$ cat config.mk
export PLATFORM = sky130hd
export DESIGN_NAME = avr_prefetch
export DESIGN_NICKNAME = d
export VERILOG_FILES = /design/src/rtl/avr_prefetch.sv
export SDC_FILE = /design/constraint.sdc
export NUM_CORES = 1
export LEC_CHECK = 0
export ABC_AREA = 0
export ABC_CLOCK_PERIOD_IN_PS = 3300
export CAP_MARGIN = 40
export CORE_UTILIZATION = 25
export CTS_CLUSTER_DIAMETER = 40
export CTS_CLUSTER_SIZE = 16
export DETAILED_ROUTE_END_ITERATION = 7
export GPL_TIMING_DRIVEN = 0
export PLACE_DENSITY_LB_ADDON = 0.08
export SYNTH_ARGS = -nofsm -noshare
export SYNTH_HDL_FRONTEND = slang
export SYNTH_SLANG_ARGS = --single-unit
$ cat constraint.sdc
create_clock -name CLK -period 3.3 [get_ports CLK]
set_input_delay 0.33 -clock CLK [delete_from_list [all_inputs] [get_ports CLK]]
set_output_delay 0.33 -clock CLK [all_outputs]
set_load 0.005 [all_outputs]
$ cat src/rtl/avr_prefetch.sv
// avr_prefetch: instruction prefetch queue between the synchronous program ROM
// and avr_fetch. Streams sequential words ahead of the fetch address and flushes
// and restarts on any non-sequential request.
// Optional feature: define AVR_PF_BYPASS_EN to forward a ROM response straight to
// fetch when the queue is empty, giving one-cycle redirect-to-valid latency.
module avr_prefetch #(
   parameter int DEPTH  = 4,   // power of two, 2..16
   parameter int ADDR_W = 16
) (
   input  logic              CLK,
   input  logic              RST,
   input  logic [ADDR_W-1:0] fetch_addr,
   input  logic              fetch_take,
   output logic [15:0]       fetch_data,
   output logic              fetch_valid,
   output logic              rom_en,
   output logic [ADDR_W-1:0] rom_addr,
   input  logic [15:0]       rom_data
);

   localparam int PTR_W = $clog2(DEPTH);
   localparam int CNT_W = PTR_W + 1;
   localparam int OCC_W = CNT_W + 1;

   logic [ADDR_W-1:0] head_addr_q, head_addr_d;
   logic [ADDR_W-1:0] issue_addr_q, issue_addr_d;
   logic [CNT_W-1:0]  count_q, count_d;
   logic [PTR_W-1:0]  rd_ptr_q, rd_ptr_d;
   logic              inflight_q, inflight_d;
   logic [15:0]       mem_q [DEPTH];

   logic              redirect;
   logic              queue_nonempty;
   logic              bypass;
   logic              hit;
   logic              take;
   logic              push;
   logic              pop;
   logic [PTR_W-1:0]  wr_ptr;
   logic [OCC_W-1:0]  occupancy;

   // Hit/miss/redirect decode, fetch-side outputs and ROM request.
   // The ROM answers one cycle after rom_en, so a response that overlaps a
   // redirect is the only stale word that can exist; gating push with redirect
   // drops it in that same cycle, and the read issued on the redirect is already
   // for the new stream, so no kill flag has to survive the edge.
   always_comb begin
      // NOTE: every output of a combinational block gets a default first so no path leaves it unassigned (no latch).
      fetch_data     = '0;
      fetch_valid    = 1'b0;
      rom_en         = 1'b0;
      rom_addr       = '0;
      redirect       = (fetch_addr != head_addr_q);
      queue_nonempty = (count_q != '0);
`ifdef AVR_PF_BYPASS_EN
      bypass         = !queue_nonempty && inflight_q && !redirect;
`else
      bypass         = 1'b0;
`endif
      hit            = !redirect && (queue_nonempty || bypass);
      take           = fetch_take && hit;
      // An empty-queue take consumes the bypassed word, so it is neither pushed nor popped.
      pop            = take && queue_nonempty;
      push           = inflight_q && !redirect && !(take && !queue_nonempty);
      wr_ptr         = rd_ptr_q + PTR_W'(count_q);
      occupancy      = OCC_W'(count_q) + OCC_W'(inflight_q) - OCC_W'(take);

      if (hit) begin
         fetch_valid = 1'b1;
         fetch_data  = queue_nonempty ? mem_q[rd_ptr_q] : rom_data;
      end

      if (!RST) begin
         if (redirect) begin
            rom_en   = 1'b1;
            rom_addr = fetch_addr;
         end else begin
            rom_en   = (occupancy < OCC_W'(DEPTH));
            rom_addr = issue_addr_q;
         end
      end
   end

   // Next-state for queue bookkeeping and stream addresses.
   always_comb begin
      head_addr_d  = head_addr_q;
      issue_addr_d = issue_addr_q;
      count_d      = count_q;
      rd_ptr_d     = rd_ptr_q;
      inflight_d   = rom_en;

      if (redirect) begin
         head_addr_d  = fetch_addr;
         issue_addr_d = fetch_addr + ADDR_W'(1);
         count_d      = '0;
      end else begin
         if (rom_en) begin
            issue_addr_d = issue_addr_q + ADDR_W'(1);
         end
         if (take) begin
            head_addr_d = head_addr_q + ADDR_W'(1);
         end
         if (pop) begin
            rd_ptr_d = rd_ptr_q + PTR_W'(1);
         end
         count_d = count_q + CNT_W'(push) - CNT_W'(pop);
      end
   end

   // State register with synchronous reset; reset also discards any in-flight response.
   always_ff @(posedge CLK) begin
      // NOTE: sequential state uses non-blocking assignments so every register samples pre-edge values.
      if (RST) begin
         head_addr_q  <= '0;
         issue_addr_q <= '0;
         count_q      <= '0;
         rd_ptr_q     <= '0;
         inflight_q   <= 1'b0;
      end else begin
         head_addr_q  <= head_addr_d;
         issue_addr_q <= issue_addr_d;
         count_q      <= count_d;
         rd_ptr_q     <= rd_ptr_d;
         inflight_q   <= inflight_d;
      end
   end

   // Queue storage: write the ROM response at the tail.
   always_ff @(posedge CLK) begin
      // NOTE: storage is not reset; count_q alone decides which entries hold data.
      if (push) begin
         mem_q[wr_ptr] <= rom_data;
      end
   end

endmodule

Word-level counts from Yosys, hierarchy flattened
Memory sizes are Yosys's and may differ from the RTL's. A register that Yosys moved wholly into a read port is not among the register bits.
Cells that the tools add are included.
- bitwise logic cells: 1
- equality and inequality tests: 1
- mux-type cells: 15
- magnitude comparators: 1
- shift operators: 0
- multiply operators: 0
- reductions and logical operators: 14
- div/mod/pow operators: 0
- add/sub/neg operators: 9
- operators by type and width (cell ; number):
    16-bit 2-to-1 mux ; 8
    16-bit by 1-bit adder with 16-bit output, second input constant ; 3
    16-bit inequality test ; 1
    1-bit logical AND ; 6
    1-bit 2-to-1 mux ; 5
    3-bit by 1-bit adder with 4-bit output ; 1
    4-bit by 3-bit < comparator with 1-bit output, second input constant ; 1
    2-bit 2-to-1 mux ; 2
    2-bit nonzero test ; 2
    4-bit by 1-bit subtractor with 4-bit output ; 1
    3-bit by 1-bit adder with 3-bit output ; 1
    1-bit logical NOT ; 3
    3-bit nonzero test ; 1
    3-bit by 1-bit subtractor with 3-bit output ; 1
    2-bit by 1-bit adder with 2-bit output, second input constant ; 1
    2-bit adder ; 1
    2-bit AND reduction ; 1
    2-bit OR reduction ; 1
    1-bit inverter ; 1
- bits in read-only memories: 0
- input port bits: 35
- memory bits (writable): 64
- bits in latches: 0
- memories: 1
- output and inout bits: 34
- register bits: 38
- memories (name ; words ; width ; rd ports ; clocked after memory_dff ; write ports ; RTL line ; text):
    mem_q ; 4 ; 16 ; 1 ; 1 ; 1 ; 30 ; logic [15:0] mem_q [DEPTH];

Longest topological paths before layout
Gate-level depths: netlist (run 1).
- depth after elaboration: 10
- depth in mapped cells: 16

Least setup slack after synthesis (run 1)
No wires, ideal clock.
- path kind: input to output
- start: input fetch_addr[13]
- end: output rom_en
- buffers on the path: 3
- stages: 14
- setup slack: -213 ps
- arrival: 3183 ps
- data required time: 2970 ps
- cell sequence: clkbuf_1 -> xnor2_1 -> nand4_1 -> nor4_4 -> buf_2 -> and2_1 -> ha_1 -> inv_1 -> ha_1 -> and3b_1 -> o211ai_1 -> clkbuf_1 -> and3_1 -> nor2_1
- word-level cells in the longest chain between the ends: 8
- ends and longest elaborated chain (element ; RTL line ; text):
    from (decl) ; 12 ; input logic [ADDR_W-1:0] fetch_addr,
    16-bit inequality test (*) ; 53 ; redirect = (fetch_addr != head_addr_q);
    1-bit logical NOT ; 60 ; hit = !redirect && (queue_nonempty || bypass);
    1-bit logical AND ; 60 ;
    1-bit logical AND ; 61 ; take = fetch_take && hit;
    4-bit by 1-bit subtractor with 4-bit output ; 66 ; occupancy = OCC_W'(count_q) + OCC_W'(inflight_q) - OCC_W'(take);
    4-bit by 3-bit < comparator with 1-bit output ; 78 ; rom_en = (occupancy < OCC_W'(DEPTH));
    1-bit 2-to-1 mux (*) ; 74 ; if (redirect) begin
    1-bit 2-to-1 mux (*) ; 73 ; if (!RST) begin
    to (decl) ; 16 ; output logic rom_en,
Every way passes the cells marked *; elsewhere a longest branch is shown, timed or not.

Worst setup path in the final report (run 1)
- start: input fetch_addr[3]
- end: output rom_en
The elaborated chain is that of the path after synthesis.

==> run summary, run 1 <==
Outcome - finished, violations left
Violated checks - setup timing
CP Cell Sequence - dlygate4sd2_1 > xnor2_2 > nand4_1 > nor4_4 > buf_6 > and2_4 > ha_4 > inv_2 > ha_4 > and3b_1 > or4_4 > buf_6 > and3_4 > nor2_2 > buf_2
Hold crit path type - in -> reg
Critical Path Start - fetch_addr[3]
CP max stage cell - or4_4
Clk buf depth - 2
FF+latch count, synth - 104
Compound-Gate Fraction of Synth Area - 9.88%
Cells on worst reg2reg path - 15
Static Leak - 2.39 nW
Largest family of logic cells by synthesized area - simple AND/OR/NAND/NOR gates
Drt wl/cell - 18.3 um
H-Tree Depth - 3
Gr usage total - 15.0%
TritonCTS Buffers - 9
Synth Area in XOR/XNOR - 9.69%
Place WS - -1.52 ns
Worst-margin pin slew - 0.775 ns
Max Cap Viol - 0
Rel. slew slack - 48.3%
Overall Power - 2.73 mW
DR iter-0 viols - 179
RSZ-0062 raised after global routing - yes
Tmin final - 3.61 ns
Delay of the slowest cell on the worst path - 0.52 ns
Largest net degree at the start of global routing - 20
Antenna-violating nets left - 0
Sink Count - 104
Hold_sp - fetch_addr[8]
Synthesized cell area - 0.00542 mm2
Chip height - 149 um
Final instance area - 0.00726 mm2
Final setup viols - 16
WP data required - 2.97 ns
Sequential share of power - 52.3%
Psw - 678 uW
Final Hold Viols - 0
Clk_lat worst skew - 0.36 ns
Total Wirelength - 15.6 mm
Row cnt - 53
HPWL Detailed - 11.2 mm
Synth Net Count - 515
Setup Skew - 0.0122 ns
Drt pass-1 iters - 4
I/O pin count - 69
Via count - 4001
Switch share - 24.8%
Clk root buf - clkbuf_16
Worst VDD drop - 0.232 mV
Initial Utilization - 25.6%
YS warnings - 0
Clock share of power - 38.8%
Grt ovf - 0
R2r startpoint - head_addr_q[3]$_SDFFE_PP0P_
# DRC - 0
Comb pwr share - 8.8%
Synth unique cells - 45
Final net count - 616
Vias in the first global route - 4199
Share of post-route cells with drive strength above 1 - 27.7%
Synth Area in Simple Gates - 15.8%
Hold_buf cts - 0
Commonest non-fill, non-tap cell in the layout - edfxtp_1
# diodes - 0
Post-synthesis mux area share - 8.75%
Max Freq - 0.277 GHz
Core Area - 0.0212 mm2
Slew Viols, Final - 0
Power per standard cell area - 376 mW/mm2
Final WS setup - -0.306 ns
Post-Synth Adder-Cell Area - 2.22%
Worst setup SP type - input port
Die area - 0.0223 mm2
Data arrival time of the worst path - 3.28 ns
Placer Congestion - 0.756
Setup slack, reg-to-reg - -0.19 ns
CTS tree - built
Via density - 4.70
Syn avg cell area - 11.5 um2
# port buffers - 64
CP max FO - 6
Most frequent cells in the layout - 64 x edfxtp_1, 51 x clkdlybuf4s50_1, 35 x nor2_1
CTS clk-pin slew, worst paths - 0.08 ns
Period utilization - 109%
Internal power - 2.05 mW
Critical Path End Type - primary output
Layout area overhead - 34.0%
Sequential area share after synthesis - 50.2%
End point of the critical path - rom_en
Post-Syn Instances - 471
End of the worst register-to-register path - issue_addr_q[15]$_SDFFE_PP0P_
First-pass GRT wire length - 24.7 mm
TNS Setup - -1.56 ns
Critical path class - in -> out
Placed cell area - 0.00655 mm2
Die width - 149 um
Initial antenna violation count - 0
==> state kept, by name, summed over array words and instances, names as in the netlist, named ones only <==
name          cells
count_q           3
head_addr_q      16
inflight_q        1
issue_addr_q     16
mem_q            64
rd_ptr_q          2
==> Yosys cell counts, drive strengths merged <==
master / count / share of area [%]
a2111oi: 1 / 0.51
and4: 5 / 0.81
xor2: 13 / 2.1
a211oi: 28 / 5.2
o21ai: 3 / 0.28
nor2b: 20 / 2.3
o211ai: 1 / 0.14
buf: 14 / 1.5
inv: 11 / 0.76
mux2: 3 / 0.62
a31o: 1 / 0.16
mux2i: 8 / 1.5
nand4: 14 / 1.6
and3b: 1 / 0.16
a31oi: 1 / 0.12
mux4: 16 / 6.6
or4: 1 / 0.21
nor2: 38 / 2.6
dfxtp: 40 / 15
nand2: 28 / 1.9
and3: 7 / 0.81
o31ai: 2 / 0.28
xnor2: 47 / 7.6
o31a: 2 / 0.35
or2: 1 / 0.12
nand3: 17 / 1.6
and2: 6 / 0.69
edfxtp: 64 / 35
clkbuf: 17 / 1.2
nor4: 6 / 0.97
a41o: 1 / 0.18
nand2b: 10 / 1.2
a311oi: 1 / 0.16
nor4bb: 1 / 0.18
a21oi: 25 / 2.4
ha: 8 / 1.8
fa: 1 / 0.37
o311ai: 1 / 0.16
nor3: 7 / 0.65
==> cells by family (layout without fill, tap and decap cells) <==
kind of cell,Yosys count,count (layout)
AO/OA/AOI/OAI,67,67
XOR/XNOR,60,60
adder cells (fa/ha/maj),9,9
buffers and inverters,42,148
flip-flops,104,104
multiplexers,27,27
AND/OR/NAND/NOR,162,162
==> worst max-delay path: cells and delay by family <==
family                     cells  cell delay [ns]
adders and majority gates      2             0.31
and+or+nand+nor                7             1.62
buffers and inverters          5             0.86
xor gates and xnor gates       1             0.15
==> timing repair <==
| item | in CTS | in global routing |
|---|---|---|
| setup endpoints to repair | 57 | 34 |
| gates cloned | 1 | 0 |
| gates resized for setup | 52 | 55 |
| setup buffers | 12 | 10 |
| pin swaps | 13 | 19 |
==> cell type report <==
cell class / count / area [um2]
Fill cell: 2144 / 13900
Clock buffer: 10 / 229
Timing Repair Buffer: 94 / 896
Clock inverter: 6 / 60.1
Buffer: 27 / 168
Inverter: 11 / 41.3
Multi-Input combinational cell: 325 / 2770
Sequential cell: 104 / 2760
Tap cell: 275 / 344
==> per-stage QoR <==
step / hold WS, ns / instances / util [%]
6_report: 0.338 / 852 / 34.3
5_1_grt: 0.332 / 852 / 34.3
4_1_cts: 0.318 / 846 / 33.3
3_5_place_dp: 0.537 / 819 / 31.0
3_3_place_gp: 0.523 / 810 / 30.4
2_1_floorplan: 0.429 / 471 / -
==> power by group through the flow <==
stage                     Combinational, mW  Clock [mW]  Sequential, mW
after CTS                             0.228        1.10            1.43
after detailed placement              0.222           0            1.46
after floorplan                       0.112           0            1.45
after global routing                  0.264        1.15            1.43
final                                 0.241        1.06            1.43
after global placement                0.220           0            1.46
==> worst min-delay path by stage <==
stage,end,slack (ns),cells past startpoint
6_report,head_addr_q[8]$_SDFFE_PP0P_,0.34,3
5_1_grt,head_addr_q[8]$_SDFFE_PP0P_,0.33,3
4_1_cts,head_addr_q[5]$_SDFFE_PP0P_,0.32,3
3_5_place_dp,rd_ptr_q[0]$_SDFFE_PP0P_,0.54,2
3_3_place_gp,rd_ptr_q[0]$_SDFFE_PP0P_,0.52,2
2_1_floorplan,mem_q[0][0]$_DFFE_PP_,0.43,0
==> routing by layer <==
layer  part of all wire, %  wire, um  global-route usage [%]
met3                   3.7       572                    3.09
met1                    45      7000                    18.8
met4                   1.0       163                    4.03
met5                     0         0                       0
met2                    50      7880                    25.8
No activity file was read; power rests on OpenSTA's default activity.
==> inputs of run 2 (changes only) <==
- ABC_CLOCK_PERIOD_IN_PS: 3300 -> 4600
- CTS_CLUSTER_DIAMETER: 40 -> 30
- SLEW_MARGIN: default -> 10
- clock period: 3.3 -> 4.6 ns (I/O delays scaled with it)
==> run 2 against run 1 <==
The flow now finishes without violations. Final cell count decreased by 1.9%. Total power decreased by 29%. Via count decreased by 1.8%. Critical path depth increased by 1. Cell area decreased by 6.2%. Global-route usage decreased by 0.56 points. Combinational power decreased by 36%. Clock power decreased by 30%. Non-clock buffer count decreased by 15. Die area unchanged. Sequential cell count unchanged. Hold slack improved by 0.18 ns. Largest power group unchanged.
==> run summary, run 2 (synthesized netlist as in run 1, its figures left out) <==
Outcome - completed
Clk_lat worst skew - 0.35 ns
WP data required - 4.14 ns
Final hold slack - 0.519 ns
Static Leak - 2.19 nW
Chip height - 149 um
Gr usage total - 14.4%
Grt ovf - 0
Rel. slew slack - 49.3%
Largest regs - mem_q: 64 flops, head_addr_q: 16 flops, issue_addr_q: 16 flops
CP Cell Sequence - clkdlybuf4s15_1 > xnor2_1 > nand4_1 > nor4_4 > buf_4 > and2_1 > ha_1 > inv_1 > ha_1 > and3b_1 > or4_4 > buf_6 > buf_6 > and3_1 > nor2_1 > dlygate4sd2_1
CP max FO - 10
First-pass GRT wire length - 23.8 mm
Final Hold Viols - 0
Die width - 149 um
Die area - 0.0223 mm2
Clock share of power - 38.7%
Core Area - 0.0212 mm2
CTS clk-pin slew, worst paths - 0.07 ns
Comb pwr share - 8.0%
Clk buf depth - 2
Tmin final - 4.31 ns
Row cnt - 53
Initial antenna violation count - 0
# port buffers - 64
Critical path class - in -> out
Internal power - 1.45 mW
Antenna-violating nets left - 0
Layout area overhead - 25.6%
Final net count - 601
Vias in the first global route - 4104
Critical Path End Type - primary output
Data arrival time of the worst path - 3.85 ns
Commonest non-fill, non-tap cell in the layout - edfxtp_1
Drt wl/cell - 18.1 um
Final setup viols - 0
Switch share - 24.6%
TritonCTS Buffers - 9
Fillers - 2168
# diodes - 0
Clk root buf - clkbuf_16
Worst VDD drop - 0.175 mV
Worst setup SP type - input port
TNS Setup - 0 ns
# DRC - 0
DR iter-0 viols - 176
Hold_buf cts - 0
Slew Viols, Final - 0
RSZ-0062 raised after global routing - no
Max reg flops - 64
Max Cap Viol - 0
CP max stage cell - or4_4
HPWL Detailed - 11.2 mm
Via density - 4.70
CTS tree - built
Multi-input logic area - 0.00253 mm2
Most frequent cells in the layout - 64 x edfxtp_1, 51 x clkdlybuf4s50_1, 47 x xnor2_1
Delay of the slowest cell on the worst path - 0.48 ns
Largest net degree at the start of global routing - 19
Register area - 0.00273 mm2
CP bufs+invs - 6
Total Wirelength - 15.1 mm
Power per standard cell area - 283 mW/mm2
Setup Skew - 0.00666 ns
Hold crit path type - in -> reg
Initial Utilization - 25.6%
Sequential share of power - 53.3%
H-Tree Depth - 3
Placer Congestion - 0.743
CP delay by family, top - simple AND/OR/NAND/NOR gates
Max Freq - 0.232 GHz
Psw - 474 uW
Worst-margin pin slew - 0.760 ns
Via count - 3929
Share of post-route cells with drive strength above 1 - 16.8%
Period utilization - 93.8%
I/O pin count - 69
Sink Count - 104
Biggest register - mem_q
Drt pass-1 iters - 4
[run 2: power by group through the flow]
| stage | logic [mW] | registers, mW | clock network, mW |
|---|---|---|---|
| 2_1_floorplan | 0.0784 | 1.04 | 0 |
| 3_3_place_gp | 0.158 | 1.05 | 0 |
| 3_5_place_dp | 0.158 | 1.05 | 0 |
| 4_1_cts | 0.157 | 1.03 | 0.773 |
| 5_1_grt | 0.168 | 1.03 | 0.808 |
| 6_report | 0.154 | 1.03 | 0.746 |
[run 2: path summary, 6_finish.rpt]
path | depth (start not counted) | endpoint | slack [ns] | startpoint
worst max-delay path | 16 | rom_en | 0.29 | fetch_addr[10]
worst min-delay path | 3 | head_addr_q[8]$_SDFFE_PP0P_ | 0.52 | fetch_addr[8]
worst max register to register | 15 | issue_addr_q[12]$_SDFFE_PP0P_ | 1.11 | head_addr_q[11]$_SDFFE_PP0P_
worst min register to register | 2 | rd_ptr_q[0]$_SDFFE_PP0P_ | 0.54 | rd_ptr_q[0]$_SDFFE_PP0P_
[run 2: timing repair]
action | 4_1_cts | 5_1_grt
endpoints found under the setup margin | 1 | 1
pin swaps | 2 | 0
buffers inserted | 3 | 0
gates resized for setup | 33 | 0
gates cloned | 0 | 0
[run 2: layer usage]
layer / vias to the layer above / track usage, % / share of wire (%)
met5: - / 0 / 0
met4: 0 / 5.00 / 1.3
met3: 12 / 2.11 / 3.8
met2: 92 / 24.5 / 49
met1: 1932 / 18.5 / 46
li1: 1893 / - / -
[run 2: final cells by class]
cell class	instances	share of cell area [%]
multi-input combinational	325	37.2
buffer	30	2.11
tap	275	5.05
timing repair buffer	76	11.0
inverter	11	0.606
clock buffer	9	3.31
sequential	104	40.0
clock inverter	6	0.753
[run 2: metrics by stage]
| stage | worst slack, ns | power (mW) | std cells | utilization (%) | cell area [um2] |
|---|---|---|---|---|---|
| after floorplan | 0.827 | 1.12 | 471 | - | 5420 |
| final | 0.287 | 1.93 | 836 | 32.2 | 6810 |
| after detailed placement | -0.707 | 1.21 | 819 | 30.8 | 6500 |
| after global placement | -1.09 | 1.21 | 810 | 30.3 | 6410 |
| after global routing | 0.0597 | 2.01 | 836 | 32.2 | 6810 |
| after CTS | 0.203 | 1.96 | 837 | 32.2 | 6810 |
[run 2: tightest hold or removal path, delay by kind of cell]
family | cells | cell delay (ns)
simple gates | 1 | 0.13
buf+inv | 1 | 0.19
compound gates | 1 | 0.05
==> inputs of run 3 (changes only) <==
- CTS_CLUSTER_DIAMETER: 30 -> default
- PLACE_DENSITY: default -> 0.47
- PLACE_DENSITY_LB_ADDON: 0.08 -> default
==> run 3 against run 2 <==
Final cell count is 0.24% higher. Clock-buffer cell count stayed put. Register-to-register slack worse by 0.05 ns. First-iteration DRC count is 63% higher. Sequential cell count stayed put. Maximum frequency is 1.0% lower. Critical endpoint unchanged. Highest routed layer unchanged.
==> run summary, run 3 (synthesized netlist as in run 1, its figures left out) <==
Slew Viols, Final - 0
Antenna-violating nets left - 0
Most used cell, CP - buf_6
Chip height - 149 um
Initial Utilization - 25.6%
Power per standard cell area - 286 mW/mm2
CTS clk-pin slew, worst paths - 0.07 ns
Max reg flops - 64
First-pass GRT wire length - 22.7 mm
Period utilization - 94.7%
Switch share - 25.1%
Hold_buf cts - 0
Sink Count - 104
Max Cap Viol - 0
CP Cell Sequence - clkdlybuf4s15_1 > xnor2_1 > nand4_1 > nor4_4 > buf_6 > and2_1 > ha_1 > inv_1 > ha_1 > and3b_1 > or4_4 > buf_6 > buf_6 > and3_1 > nor2_1 > dlygate4sd2_1
CP max stage cell - or4_4
Sequential share of power - 52.5%
I/O pin count - 69
HPWL Detailed - 10.7 mm
Vias in the first global route - 4114
Setup slack, reg-to-reg - 1.06 ns
Clk buf depth - 2
Worst VDD drop - 0.248 mV
Biggest register - mem_q
Clock share of power - 39.7%
Highest Signal Layer - met4
Met2 Routed Length - 6.66 mm
Critical path class - in -> out
Setup Skew - 0.0108 ns
Final Hold Viols - 0
Grt ovf - 0
Worst-margin pin slew - 0.736 ns
Final net count - 602
Clk root buf - clkbuf_16
Largest net degree at the start of global routing - 22
Most frequent cells in the layout - 64 x edfxtp_1, 51 x clkdlybuf4s50_1, 47 x xnor2_1
WP data required - 4.14 ns
Gr usage total - 13.5%
Layout area overhead - 26.4%
Max Freq - 0.230 GHz
Final setup viols - 0
Data arrival time of the worst path - 3.90 ns
TritonCTS Buffers - 9
Comb pwr share - 7.8%
DR iter-0 viols - 286
Rel. slew slack - 50.9%
Worst setup SP type - input port
CTS tree - built
Hold crit path type - in -> reg
Overall Power - 1.96 mW
Initial antenna violation count - 0
Critical Path End Type - primary output
Row cnt - 53
Share of post-route cells with drive strength above 1 - 17.4%
Total Wirelength - 14.5 mm
Place WS - -0.988 ns
Core Area - 0.0212 mm2
Die width - 149 um
RSZ-0062 raised after global routing - no
Final WS setup - 0.244 ns
Via count - 3955
Outcome - completed
Internal power - 1.47 mW
WL met1 - 7.03 mm
Delay of the slowest cell on the worst path - 0.50 ns
Die area - 0.0223 mm2
# port buffers - 64
Psw - 493 uW
Static Leak - 2.21 nW
# DRC - 0
Drt pass-1 iters - 6
Clk_lat worst skew - 0.35 ns
Drt wl/cell - 17.3 um
Tmin final - 4.36 ns
Commonest non-fill, non-tap cell in the layout - edfxtp_1
Placer Congestion - 0.788
WL met3 - 765 um
# diodes - 0
H-Tree Depth - 3
Largest regs - mem_q: 64 flops, head_addr_q: 16 flops, issue_addr_q: 16 flops
Via density - 4.72
CP max FO - 10
-- run 3: cell count changes in the layout (fill, tap and decap cells not counted), moves of 2 or more --
| cell | previous run | this run |
|---|---|---|
| clkinv_8 | 0 | 2 |
| dfxtp_1 | 38 | 36 |
| buf_8 | 0 | 2 |
| dfxtp_2 | 2 | 4 |
| buf_4 | 8 | 5 |
-- run 3: layout make-up --
cell class	count	area, um2
Fill cell	2181	14300
Buffer	31	153
Tap cell	275	344
Clock buffer	9	225
Inverter	11	41.3
Multi-Input combinational cell	325	2530
Timing Repair Buffer	76	758
Clock inverter	7	78.8
Sequential cell	104	2730
-- run 3: final timing paths --
| kind | cells past startpoint | from | to |
|---|---|---|---|
| worst min register to register | 2 | rd_ptr_q[0]$_SDFFE_PP0P_ | rd_ptr_q[0]$_SDFFE_PP0P_ |
| worst max-delay path | 16 | fetch_addr[7] | rom_en |
| worst min-delay path | 3 | fetch_addr[8] | head_addr_q[8]$_SDFFE_PP0P_ |
| worst max register to register | 15 | head_addr_q[11]$_SDFFE_PP0P_ | issue_addr_q[12]$_SDFFE_PP0P_ |
-- run 3: worst max-delay path, delay by kind of cell --
| kind | cells | cell delay (ns) |
|---|---|---|
| AND/OR/NAND/NOR | 7 | 1.65 |
| buffers and inverters | 6 | 1.15 |
| adder cells (fa/ha/maj) | 2 | 0.40 |
| XOR/XNOR | 1 | 0.22 |
-- run 3: metrics by stage --
stage | instances | util [%] | hold WS (ns) | cell area, um2 | TNS, ns
after floorplan | 471 | - | 0.493 | 5420 | 0
after global placement | 810 | 30.3 | 0.520 | 6410 | -26.98
after detailed placement | 818 | 30.7 | 0.545 | 6500 | -3.43
after CTS | 838 | 32.4 | 0.501 | 6860 | 0
after global routing | 838 | 32.4 | 0.519 | 6860 | 0
final | 838 | 32.4 | 0.500 | 6860 | 0
-- run 3: what timing repair did --
action / CTS / global route
endpoints found under the setup margin: 1 / 0
hold endpoints to repair: 0 / 0
setup buffers: 4 / 0
resized for setup: 39 / 0
-- run 3: power by group through the flow --
stage	Combinational, mW	Sequential, mW	Clock, mW
floorplan	0.0784	1.04	0
global placement	0.154	1.05	0
detailed placement	0.155	1.05	0
CTS	0.154	1.03	0.795
global route	0.168	1.03	0.824
finish	0.154	1.03	0.777
-- run 3: layer usage --
| layer | GRT usage (%) | up-vias |
|---|---|---|
| met5 | 0 | - |
| met4 | 2.81 | 0 |
| met3 | 2.75 | 6 |
| met2 | 22.0 | 117 |
| met1 | 18.4 | 1936 |
| li1 | - | 1896 |
